## config.mk

```make
export PLATFORM = sky130hd
export DESIGN_NAME = axis_skid_buffer
export DESIGN_NICKNAME = d
export VERILOG_FILES = /design/src/rtl/axis_skid_buffer.sv
export SDC_FILE = /design/constraint.sdc
export NUM_CORES = 1
export LEC_CHECK = 0
export ABC_AREA = 0
export CAP_MARGIN = 20
export CORE_ASPECT_RATIO = 0.6
export CORE_MARGIN = 4
export CORE_UTILIZATION = 50
export CTS_BUF_LIST = sky130_fd_sc_hd__clkbuf_16
export DETAILED_ROUTE_END_ITERATION = 10
export GPL_ROUTABILITY_DRIVEN = 0
export HOLD_SLACK_MARGIN = 0.1
export PLACE_DENSITY_LB_ADDON = 0.25
export SLEW_MARGIN = 25
export SYNTH_ARGS = -nofsm -noshare
export SYNTH_HDL_FRONTEND = slang
export SYNTH_SLANG_ARGS = --single-unit
```

## constraint.sdc

```tcl
create_clock -name clk -period 1.5 [get_ports clk]
set_input_delay 0.375 -clock clk [delete_from_list [all_inputs] [get_ports clk]]
set_output_delay 0.375 -clock clk [all_outputs]
set_load 0.02 [all_outputs]
```

## src/rtl/axis_skid_buffer.sv

```systemverilog
// AXI-Stream skid buffer: axis_in_ready comes straight from a flop, so the
// consumer's ready never reaches the producer combinationally.
module axis_skid_buffer #(
    parameter int DATA_WIDTH      = 32,
    parameter int USER_WIDTH      = 1,
    parameter int DEST_WIDTH      = 1,
    parameter bit REGISTER_OUTPUT = 1
) (
    input  logic                  clk,
    input  logic                  rst,

    input  logic [DATA_WIDTH-1:0] axis_in_data,
    input  logic [USER_WIDTH-1:0] axis_in_user,
    input  logic [DEST_WIDTH-1:0] axis_in_dest,
    input  logic                  axis_in_tlast,
    input  logic                  axis_in_valid,
    output logic                  axis_in_ready,

    output logic [DATA_WIDTH-1:0] axis_out_data,
    output logic [USER_WIDTH-1:0] axis_out_user,
    output logic [DEST_WIDTH-1:0] axis_out_dest,
    output logic                  axis_out_tlast,
    output logic                  axis_out_valid,
    input  logic                  axis_out_ready
);

    localparam int PW = DATA_WIDTH + USER_WIDTH + DEST_WIDTH + 1;

    logic [PW-1:0] in_pay;
    logic [PW-1:0] out_pay;
    logic [PW-1:0] skid_pay_q, skid_pay_d;
    logic          skid_valid_q, skid_valid_d;
    logic          out_valid;
    logic          in_xfer;

    // The whole beat moves as one vector so sidebands can never skew from data.
    assign in_pay        = {axis_in_tlast, axis_in_dest, axis_in_user, axis_in_data};
    assign axis_in_ready = !skid_valid_q && !rst;
    assign in_xfer       = axis_in_valid && axis_in_ready;

    generate
        if (REGISTER_OUTPUT) begin : g_reg_out
            logic          out_valid_q, out_valid_d;
            logic [PW-1:0] out_pay_q, out_pay_d;
            logic          load_out;

            always_comb begin
                load_out     = !out_valid_q || axis_out_ready;
                out_valid_d  = out_valid_q;
                out_pay_d    = out_pay_q;
                skid_valid_d = skid_valid_q;
                skid_pay_d   = skid_pay_q;
                if (load_out) begin
                    // When the skid beat moves up, ready is already low, so in_xfer is 0.
                    out_valid_d  = skid_valid_q || in_xfer;
                    out_pay_d    = skid_valid_q ? skid_pay_q : in_pay;
                    skid_valid_d = 1'b0;
                end else if (in_xfer) begin
                    skid_valid_d = 1'b1;
                    skid_pay_d   = in_pay;
                end
            end

            always_ff @(posedge clk) begin
                if (rst) begin
                    out_valid_q <= 1'b0;
                    out_pay_q   <= '0;
                end else begin
                    out_valid_q <= out_valid_d;
                    out_pay_q   <= out_pay_d;
                end
            end

            assign out_valid = out_valid_q;
            assign out_pay   = out_pay_q;
        end else begin : g_comb_out
            always_comb begin
                skid_valid_d = skid_valid_q;
                skid_pay_d   = skid_pay_q;
                if (in_xfer && !axis_out_ready) begin
                    skid_valid_d = 1'b1;
                    skid_pay_d   = in_pay;
                end else if (skid_valid_q && axis_out_ready) begin
                    skid_valid_d = 1'b0;
                end
            end

            assign out_valid = skid_valid_q || axis_in_valid;
            assign out_pay   = skid_valid_q ? skid_pay_q : in_pay;
        end
    endgenerate

    always_ff @(posedge clk) begin
        if (rst) begin
            skid_valid_q <= 1'b0;
            skid_pay_q   <= '0;
        end else begin
            skid_valid_q <= skid_valid_d;
            skid_pay_q   <= skid_pay_d;
        end
    end

    // Masking with rst keeps valid low for the whole reset, including its first cycle.
    assign axis_out_valid = out_valid && !rst;
    assign {axis_out_tlast, axis_out_dest, axis_out_user, axis_out_data} = out_pay;

endmodule

```

==> run_results.csv, run 1 <==
group,metric,value,unit
run_status,status,"complete, no violations",
pwr,vdd_drop_max,0.707,mV
placement,placedCellCount,472,
finish,nFillCells,493,
sta,hold_viol_final,0,
finish,fin_nets,445,
finish,stdcell_count,494,
worst_setup_path,cp-end-kind,"output port",
pwr,pwr-share-clk,43.8,%
floorplanning,fp-row-count,22,
flow_run,drv_cap,0,
pwr,pwr-share-comb,14.5,%
worst_setup_path,critPathLaunchType,"register",
worst_setup_path,max_stage_delay,0.37,ns
yosys,synth_edf_count,0,
yosys,ys_seq_area_share,44.0,%
floorplanning,dieArea,7950,sq um
yosys,syn-instance-count,325,
worst_hold_path,hp-class,"register to register",
floorplanning,start_util,52.6,%
yosys,synth_top_flop_cell,"dfxtp_1",
sta,fin_skew,0.00563,ns
finish,multi_input_area,1630,sq um
clock_network,numCtsBuffers,9,
pwr,leakagePower,2.01,nW
yosys,synth_seq_cells,72,
global_routing,grt.total_usage,20.9,%
sta,max-slew-margin-rel,62.2,%
global_routing,first_global_vias,2624,
worst_setup_path,crit_required,1.12,ns
clock_network,clock_latency,0.33,ns
yosys,netlist_top_cells_count,"dfxtp_1 (72), nor2_1 (38)",
drt,drt_iter0_markers,131,
clock_network,cts_tree,"yes",
worst_setup_path,worstSetupPathType,"register to output port",
pwr,power.total,4.95,mW
drt,routed_via_density,5.64,
finish,area_growth_syn_to_layout,38.0,%
pwr,p_sw_share,24.0,%
worst_setup_path,path_max_fanout,2,
pwr,power-per-cell-area,1090,nW/um^2
sta,min_period,1.42,ns
placement,hpwlAfterDp,5340,um
sta,report.final.slew_viol_count,0,
sta,rsz0062_at_grt,"false",
placement,io_buffer_count,75,
yosys,syn_nets,364,
drt,drc,0,
yosys,syn_area,3270,sq um
sta,setup_violations,0,
drt,antenna_left,0,
sta,fmax,0.704,GHz
yosys,async_flop_share,0,%
yosys,synthTopCellsByArea,"dfxtp_1 (44%), o211ai_2 (11%), mux2i_1 (11%), a211oi_1 (8.0%), nand3b_1 (8.0%)",
clock_network,root_buffer,"clkbuf_16",
pwr,power_frac_seq,41.7,%
yosys,yosys_warnings,0,
global_routing,antenna_found_initial,0,
worst_setup_path,path_delay_family,"flip-flops",
drt,post_drt_wl_per_cell,17.6,um
yosys,ys_types,21,
yosys,yosysMostFrequentCell,"dfxtp_1",
pwr,intPower,3.76,mW
finish,seq_area,1440,sq um
finish,diodes,0,
clock_network,cts_htree_levels,3,
yosys,netlist.top_cell.by_area,"dfxtp_1",
clock_network,clk_pin_slew,0.05,ns
sta,max_slew.worst_pin.slew,0.567,ns
worst_setup_path,worstPathArrival,1.05,ns
worst_setup_path,crit_buf_inv,1,
pwr,switchingPower,1.19,mW
floorplanning,pin_count,76,
worst_setup_path,critPathSlowestCell,"dfxtp_1",
floorplanning,placeableCoreArea,6220,sq um
global_routing,grt_pass1_wl,13600,um
global_routing,grt_max_degree,39,
drt,drt_wl_total,8680,um
floorplanning,die_w,112,um
yosys,avgSynthCellArea,10.1,sq um
yosys,synth_top_area_share,44.0,%
worst_setup_path,path_cells,"dlygate4sd2_1",
clock_network,clock_sink_count,72,
clock_network,clk_path_buf_depth,2,
global_routing,grt-ovfl-total,0,
drt,dr.pass1.iters,5,
finish,layout-drive-gt1-share,19.3,%
sta,final.period_utilization,94.7,%
floorplanning,die_h,70.7,um
finish,final_util,72.6,%
drt,vias,2787,
final cells by class:
class	instances	share of cell area [%]
clock inverter	6	1.66
inverter	2	0.166
clock buffer	9	4.98
multi-input combinational	218	36.1
timing repair buffer	103	22.9
sequential	72	31.9
tap	84	2.33
state kept, by name, summed over array words and instances (netlist names):
name,flops
skid_pay_q,35
skid_valid_q,1
g_reg_out.out_valid_q,1
g_reg_out.out_pay_q,35
cell usage in the layout (no fill, tap or decap), types with 2 or more instances in the layout:
cell type	instances
dfxtp_1	71
a211oi_1	34
mux2i_1	35
nand3b_1	35
nor2_1	37
dlymetal6s2s_1	2
clkbuf_16	13
clkdlybuf4s50_1	35
buf_4	16
buf_12	3
dlygate4sd2_1	35
clkinv_1	5
o211ai_2	30
buf_2	3
nand2_1	35
bufinv_16	2
o211ai_1	5
buf_6	3
metal layers:
layer  vias to the layer above  wire length [um]  track usage [%]  part of all wire (%)
met3                        18               573             6.15                   6.6
met4                         0               179             6.00                   2.1
li1                       1340                 -                -                     -
met2                       104              3620             29.8                    42
met5                         -                 0                0                     0
met1                      1325              4310             30.6                    50
what timing repair did:
action                     4_1_cts  5_1_grt
cloned                           0        5
pin swaps                        0        2
resized for setup               44       11
hold buffers                     0        0
setup buffers                    0        2
setup endpoints to repair       69       50
cell families (layout without fill, tap and decap cells):
family          Yosys count  count (layout)  share of synthesized area [%]
simple gates            112             112                           17.3
flops                    72              72                           44.0
compound gates           71              71                           20.8
mux                      35              35                           10.7
buf+inv                  35             120                           7.18
power groups by stage:
stage / clock [mW] / combinational (mW) / sequential (mW)
2_1_floorplan: 0 / 0.294 / 2.19
3_3_place_gp: 0 / 0.703 / 2.10
3_5_place_dp: 0 / 0.713 / 2.11
4_1_cts: 2.20 / 0.673 / 2.06
5_1_grt: 2.28 / 0.767 / 2.08
6_report: 2.17 / 0.715 / 2.07
metrics by stage:
step           hold WS (ns)  setup slack, ns  TNS, ns  cell area (sq um)
6_report              0.459           0.0790        0               4520
5_1_grt               0.468           0.0411        0               4520
4_1_cts               0.460          -0.0712  -0.0712               4380
3_5_place_dp          0.450           -0.432   -20.35               4110
3_3_place_gp          0.446           -0.416   -20.06               4110
2_1_floorplan         0.435           0.0288        0               3270
path summary, 6_finish.rpt:
path | startpoint | to | slack (ns) | cells past startpoint
worst max-delay path | g_reg_out.out_pay_q[17]$_SDFFE_PP0P_ | axis_out_data[17] | 0.08 | 1
worst max register to register | skid_valid_q$_SDFFE_PP0P_ | skid_pay_q[21]$_SDFFE_PP0P_ | 0.14 | 6
worst min-delay path | skid_pay_q[20]$_SDFFE_PP0P_ | skid_pay_q[20]$_SDFFE_PP0P_ | 0.46 | 2
worst min register to register | skid_pay_q[20]$_SDFFE_PP0P_ | skid_pay_q[20]$_SDFFE_PP0P_ | 0.46 | 2
Note: power is estimated with default switching activity, not from simulation.
==> run 2, diff against run 1 <==
--- a/config.mk
+++ b/config.mk
@@ -5,11 +5,11 @@
 export SDC_FILE = /design/constraint.sdc
 export NUM_CORES = 1
 export LEC_CHECK = 0
-export ABC_AREA = 0
+export ABC_AREA = 1
 export CAP_MARGIN = 20
 export CORE_ASPECT_RATIO = 0.6
 export CORE_MARGIN = 4
-export CORE_UTILIZATION = 50
+export CORE_UTILIZATION = 49
 export CTS_BUF_LIST = sky130_fd_sc_hd__clkbuf_16
 export DETAILED_ROUTE_END_ITERATION = 10
 export GPL_ROUTABILITY_DRIVEN = 0
==> run 2 against run 1 <==
Effect of this change: global-route usage increased by 0.61 points; clock power increased by 11%; setup slack got worse by 0.019 ns; final area decreased by 4.3%; fmax decreased by 1.3%; total power increased by 4.8%; critical path type unchanged.
==> run_results.csv, run 2 <==
group,metric,value,unit
floorplanning,die_h,69.6,um
yosys,synth_seq_cells,72,
drt,drt_iter0_markers,243,
yosys,synth_xor_area_share,0,%
yosys,synth-compound-area-share,17.4,%
run_status,status,"complete, no violations",
drt,routed_via_density,5.17,
global_routing,grt.total_usage,21.5,%
global_routing,met1_usage,28.3,%
finish,layout_commonest_cell,"dfxtp_1",
pwr,power-per-cell-area,1200,nW/um^2
worst_setup_path,critPathLaunchType,"register",
yosys,synth_top_family_by_area,"simple AND/OR/NAND/NOR gates",
yosys,synth-adder-area-share,0,%
worst_setup_path,cp-end-kind,"output port",
floorplanning,start_util,50.7,%
global_routing,grt_max_degree,43,
floorplanning,die_w,111,um
global_routing,top_usage_layer,"met2",
global_routing,grt-ovfl-total,0,
drt,drc,0,
global_routing,grt_pass1_wl,13700,um
worst_setup_path,path_max_fanout,2,
finish,stdcell_count,595,
worst_hold_path,hp-class,"register to register",
floorplanning,dieArea,7690,sq um
sta,max_slew.worst_pin.slew,0.375,ns
drt,dr.pass1.iters,5,
finish,final_util,70.7,%
finish,diodes,0,
clock_network,root_buffer,"clkbuf_16",
clock_network,postCtsResizedCells,43,
placement,placedCellCount,579,
yosys,ys_types,20,
sta,hold_viol_final,0,
yosys,yosysMostFrequentCell,"dfxtp_1",
sta,final.period_utilization,96.0,%
yosys,yosys_warnings,0,
sta,min_period,1.44,ns
clock_network,clock_latency,0.33,ns
pwr,vdd_drop_max,0.752,mV
worst_setup_path,crit_required,1.12,ns
finish,layout-drive-gt1-share,8.41,%
global_routing,grt_util_met2,34.6,%
clock_network,post_cts_buffers,0,
clock_network,cts_tree,"yes",
yosys,avgSynthCellArea,7.13,sq um
drt,post_drt_wl_per_cell,14.0,um
worst_setup_path,worstPathArrival,1.06,ns
global_routing,use_met3,6.54,%
clock_network,clk_pin_slew,0.05,ns
sta,fin_skew,0.00391,ns
clock_network,numCtsBuffers,9,
worst_setup_path,worstSetupPathType,"register to output port",
yosys,muxShareOfSynthArea,0,%
floorplanning,pin_count,76,
placement,io_buffer_count,75,
placement,hpwlAfterDp,5420,um
yosys,synth_edf_count,0,
finish,reg.largest.list,"g_reg_out.out_pay_q: 35 flops, skid_pay_q: 35 flops",
clock_network,clk_path_buf_depth,2,
floorplanning,placeableCoreArea,6110,sq um
finish,fin_nets,545,
sta,report.final.slew_viol_count,0,
global_routing,antenna_found_initial,0,
global_routing,first_global_vias,2869,
drt,antenna_left,0,
sta,setup_violations,0,
finish,area_growth_syn_to_layout,39.7,%
finish,nFillCells,512,
clock_network,clock_sink_count,72,
yosys,async_flop_share,0,%
yosys,syn-instance-count,434,
yosys,synth_top_flop_cell,"dfxtp_1",
finish,final_cell_mix,"dfxtp_1 (72), nor2_1 (71), nand2_1 (70), o21ai_0 (64), inv_1 (39)",
yosys,synth_top_area_share,46.6,%
yosys,synthSimpleGateAreaFrac,25.9,%
pwr,leakagePower,2.04,nW
floorplanning,fp-row-count,22,
clock_network,cts-hold-fix-buffers,0,
sta,fmax,0.695,GHz
yosys,syn_area,3100,sq um
yosys,synthTopCellsByArea,"dfxtp_1 (47%), o21ai_0 (10%), nor2_1 (8.6%), nand2_1 (8.5%), nand4_1 (7.1%)",
clock_network,cts_htree_levels,3,
drt,drt_wl_total,8330,um
sta,max-slew-margin-rel,75.0,%
sta,rsz0062_at_grt,"false",
flow_run,drv_cap,0,
yosys,ys_seq_area_share,46.6,%
yosys,netlist.top_cell.by_area,"dfxtp_1",
yosys,syn_nets,473,
yosys,netlist_top_cells_count,"dfxtp_1 (72), nor2_1 (71), nand2_1 (70), o21ai_0 (64), inv_1 (38)",
drt,vias,3077,
sta,whs,0.478,ns
==> run 2: cell types whose count changed after synthesis, moves of 6 or more <==
cell	delta
o211ai_2	-30
inv_1	+38
a21oi_1	+34
clkbuf_1	+13
o21ai_1	+6
nand3b_1	-35
buf_4	-8
nand2_1	+35
mux2i_1	-35
a211oi_1	-34
o21ai_0	+64
nor2_1	+33
nand4_1	+35
==> run 2: critical path, cell delays in order, from the launching register on <==
cell and delay [ns]:
dfxtp_1 0.32, inv_1 0.07, nor2_1 0.08, clkdlybuf4s15_2 0.26
==> run 2: worst paths after layout <==
path | start | to | slack (ns) | depth (start not counted)
worst max-delay path | g_reg_out.out_valid_q$_SDFFE_PP0P_ | axis_out_valid | 0.06 | 3
worst min-delay path | skid_pay_q[3]$_SDFFE_PP0P_ | skid_pay_q[3]$_SDFFE_PP0P_ | 0.48 | 2
worst max register to register | skid_valid_q$_SDFFE_PP0P_ | skid_pay_q[1]$_SDFFE_PP0P_ | 0.11 | 7
worst min register to register | skid_pay_q[3]$_SDFFE_PP0P_ | skid_pay_q[3]$_SDFFE_PP0P_ | 0.48 | 2
==> run 2: final cells by class <==
class / instances / area, sq um / area share [%]
inverter: 40 / 150 / 3.47
tap: 84 / 105 / 2.43
timing repair buffer: 95 / 947 / 21.9
sequential: 72 / 1440 / 33.3
multi-input combinational: 288 / 1340 / 31.1
clock inverter: 7 / 111 / 2.58
clock buffer: 9 / 225 / 5.21
==> run 2: metal layers <==
layer  share of wire, %  wire length [um]
met5                  0                 0
met4                1.2                98
met3                5.9               490
met1                 45              3730
met2                 48              4010
==> run 2: where the power goes <==
part           internal (mW)  switching, mW
Combinational          0.309          0.408
Sequential              2.02         0.0479
Clock                   1.61          0.795
Total                   3.94           1.25
==> run 2: cells by family (layout without fill, tap and decap cells) <==
group	after synthesis	after routing
compound gates	107	107
buf+inv	74	151
flops	72	72
simple gates	181	181
==> run 2: stage by stage <==
step	instance area [sq um]	setup TNS, ns	total power [mW]	setup WS [ns]
floorplan	3100	0	2.49	0.312
detailed placement	4030	-25.44	2.87	-0.562
CTS	4330	0	5.22	0.0212
global placement	4030	-23.11	2.85	-0.522
global route	4320	0	5.36	0.00411
finish	4320	0	5.19	0.0601
==> run 3, diff against run 2 <==
--- a/config.mk
+++ b/config.mk
@@ -8,7 +8,6 @@
 export ABC_AREA = 1
 export CAP_MARGIN = 20
 export CORE_ASPECT_RATIO = 0.6
-export CORE_MARGIN = 4
 export CORE_UTILIZATION = 49
 export CTS_BUF_LIST = sky130_fd_sc_hd__clkbuf_16
 export DETAILED_ROUTE_END_ITERATION = 10
@@ -19,3 +18,4 @@
 export SYNTH_ARGS = -nofsm -noshare
 export SYNTH_HDL_FRONTEND = slang
 export SYNTH_SLANG_ARGS = --single-unit
+export TNS_END_PERCENT = 20
==> constraint.sdc (replaced) <==
create_clock -name clk -period 1.5 [get_ports clk]
set_input_delay 0.375 -clock clk [delete_from_list [all_inputs] [get_ports clk]]
set_output_delay 0.375 -clock clk [all_outputs]
set_load 0.01 [all_outputs]
==> run 3 against run 2 <==
Effect of this change: critical path depth is 1 lower; utilization is 0.16 points lower; global-route usage is 3.7 points higher; sequential power hardly changed; first-iteration DRC count is 24% lower; fmax is 0.37% lower; final cell count stayed put; via count is 0.78% higher; wire length is 4.9% lower; hold slack worse by 0.0017 ns; non-clock buffer count stayed put; register-to-register slack hardly changed.
==> run_results.csv, run 3 (synthesis gave the netlist of run 2 again) <==
group,metric,value,unit
run_status,status,"complete, no violations",
worst_setup_path,path_max_fanout,2,
pwr,intPower,3.93,mW
clock_network,clock_sink_count,72,
worst_setup_path,cp-end-kind,"output port",
finish,multi_input_area,1340,sq um
worst_setup_path,path_delay_family,"flip-flops",
worst_setup_path,r2r-start,"skid_valid_q$_SDFFE_PP0P_",
drt,antenna_left,0,
floorplanning,dieArea,6650,sq um
pwr,power-per-cell-area,1180,nW/um^2
clock_network,clk_path_buf_depth,2,
worst_hold_path,hold_path_end,"skid_pay_q[7]$_SDFFE_PP0P_",
global_routing,antenna_found_initial,0,
sta,fmax,0.692,GHz
sta,hold_viol_final,0,
floorplanning,placeableCoreArea,6110,sq um
placement,io_buffer_count,75,
drt,drt_iter0_markers,184,
drt,routed_via_density,5.21,
global_routing,grt.total_usage,25.2,%
finish,final_cell_mix,"nor2_1 (71), dfxtp_1 (71), nand2_1 (70), o21ai_0 (64), inv_1 (38)",
pwr,pwr-share-comb,12.7,%
sta,min_period,1.45,ns
sta,max_slew.worst_pin.slew,0.320,ns
global_routing,grt_pass1_wl,13200,um
worst_hold_path,hp-start,"skid_pay_q[7]$_SDFFE_PP0P_",
global_routing,grt-ovfl-total,0,
clock_network,post_cts_buffers,0,
placement,placed_area,4030,sq um
worst_setup_path,critPathSlowestCell,"dfxtp_1",
floorplanning,fp-row-count,22,
finish,area_growth_syn_to_layout,39.3,%
worst_setup_path,crit_buf_inv,1,
pwr,vdd_drop_max,0.540,mV
clock_network,root_buffer,"clkbuf_16",
pwr,power_frac_seq,40.5,%
sta,fin_skew,0.00507,ns
flow_run,drv_cap,0,
worst_hold_path,hold-path-cell-count,2,
pwr,leakagePower,2.03,nW
worst_setup_path,r2r_slack,0.12,ns
finish,fin_area,4310,sq um
sta,rsz0062_at_grt,"false",
pwr,switchingPower,1.18,mW
worst_setup_path,path_cells,"nor2_4 > dlygate4sd2_1",
finish,nFillCells,522,
clock_network,cts-hold-fix-buffers,0,
global_routing,grt_max_degree,47,
pwr,power.total,5.11,mW
sta,whs,0.476,ns
worst_setup_path,timing.rr.end,"skid_pay_q[2]$_SDFFE_PP0P_",
floorplanning,start_util,50.7,%
worst_hold_path,hp-class,"register to register",
floorplanning,die_w,105,um
floorplanning,die_h,63.6,um
worst_setup_path,critPathLaunchType,"register",
clock_network,cts_tree,"yes",
clock_network,clock_latency,0.33,ns
clock_network,cts_htree_levels,3,
drt,drc,0,
floorplanning,pin_count,76,
drt,drt_wl_total,7930,um
clock_network,numCtsBuffers,9,
drt,post_drt_wl_per_cell,13.3,um
finish,layout-drive-gt1-share,8.41,%
finish,fin_nets,545,
sta,setup_violations,0,
worst_setup_path,crit_required,1.12,ns
drt,vias,3101,
sta,report.final.slew_viol_count,0,
sta,max-slew-margin-rel,78.7,%
finish,reg.largest.list,"g_reg_out.out_pay_q: 35 flops, skid_pay_q: 35 flops",
worst_setup_path,r2r_cells,6,
placement,hpwlAfterDp,5050,um
finish,seq_area,1440,sq um
finish,diodes,0,
drt,dr.pass1.iters,6,
clock_network,clk_pin_slew,0.05,ns
worst_setup_path,cp.depth,2,
sta,final.period_utilization,96.3,%
worst_setup_path,max_stage_delay,0.34,ns
global_routing,first_global_vias,2806,
pwr,pwr-share-clk,46.8,%
worst_setup_path,worstSetupPathType,"register to output port",
worst_setup_path,worstPathArrival,1.07,ns
pwr,p_sw_share,23.1,%
-- run 3: metal layers --
metal  GRT usage [%]  share of wire, %
met5               0                 0
met2            40.6                46
met4            7.39               1.2
met1            32.5                46
met3            7.97               7.6
-- run 3: power groups by stage --
| stage | sequential [mW] | clock, mW | combinational [mW] |
|---|---|---|---|
| 5_1_grt | 2.08 | 2.54 | 0.714 |
| 4_1_cts | 2.07 | 2.42 | 0.648 |
| 2_1_floorplan | 2.14 | 0 | 0.296 |
| 6_report | 2.07 | 2.39 | 0.648 |
| 3_5_place_dp | 2.11 | 0 | 0.694 |
| 3_3_place_gp | 2.10 | 0 | 0.679 |
-- run 3: worst max-delay path by stage --
stage                                       startpoint                                    to
floorplan                                axis_in_valid            skid_pay_q[4]$_SDFFE_PP0P_
global placement                                   rst                         axis_in_ready
detailed placement                                 rst                         axis_in_ready
CTS                 g_reg_out.out_valid_q$_SDFFE_PP0P_                        axis_out_valid
global route                            axis_out_ready  g_reg_out.out_pay_q[34]$_SDFFE_PP0P_
finish                       skid_valid_q$_SDFFE_PP0P_                         axis_in_ready
-- run 3: layout make-up --
cell class	instances	share of cell area, %
sequential	72	33.4
multi-input combinational	288	31.1
timing repair buffer	95	21.7
clock buffer	9	5.22
inverter	40	3.48
clock inverter	7	2.55
tap	84	2.44
-- run 3: what timing repair did --
action,CTS,global route
setup endpoints to repair,64,1
pin swaps,0,0
resized for setup,39,2
-- run 3: worst reg2reg max path: cells and delay by family (launching register included) --
family	cells	cell delay [ns]
buf+inv	2	0.53
simple gates	4	0.41
flops	1	0.34
-- run 3: metrics by stage --
step	util (%)	TNS, ns	setup slack [ns]	instances
finish	70.6	0	0.0548	595
floorplan	-	0	0.344	434
CTS	70.6	0	0.0277	595
detailed placement	65.9	-19.02	-0.445	579
global placement	65.9	-17.75	-0.450	579
global route	70.6	0	0.00832	595
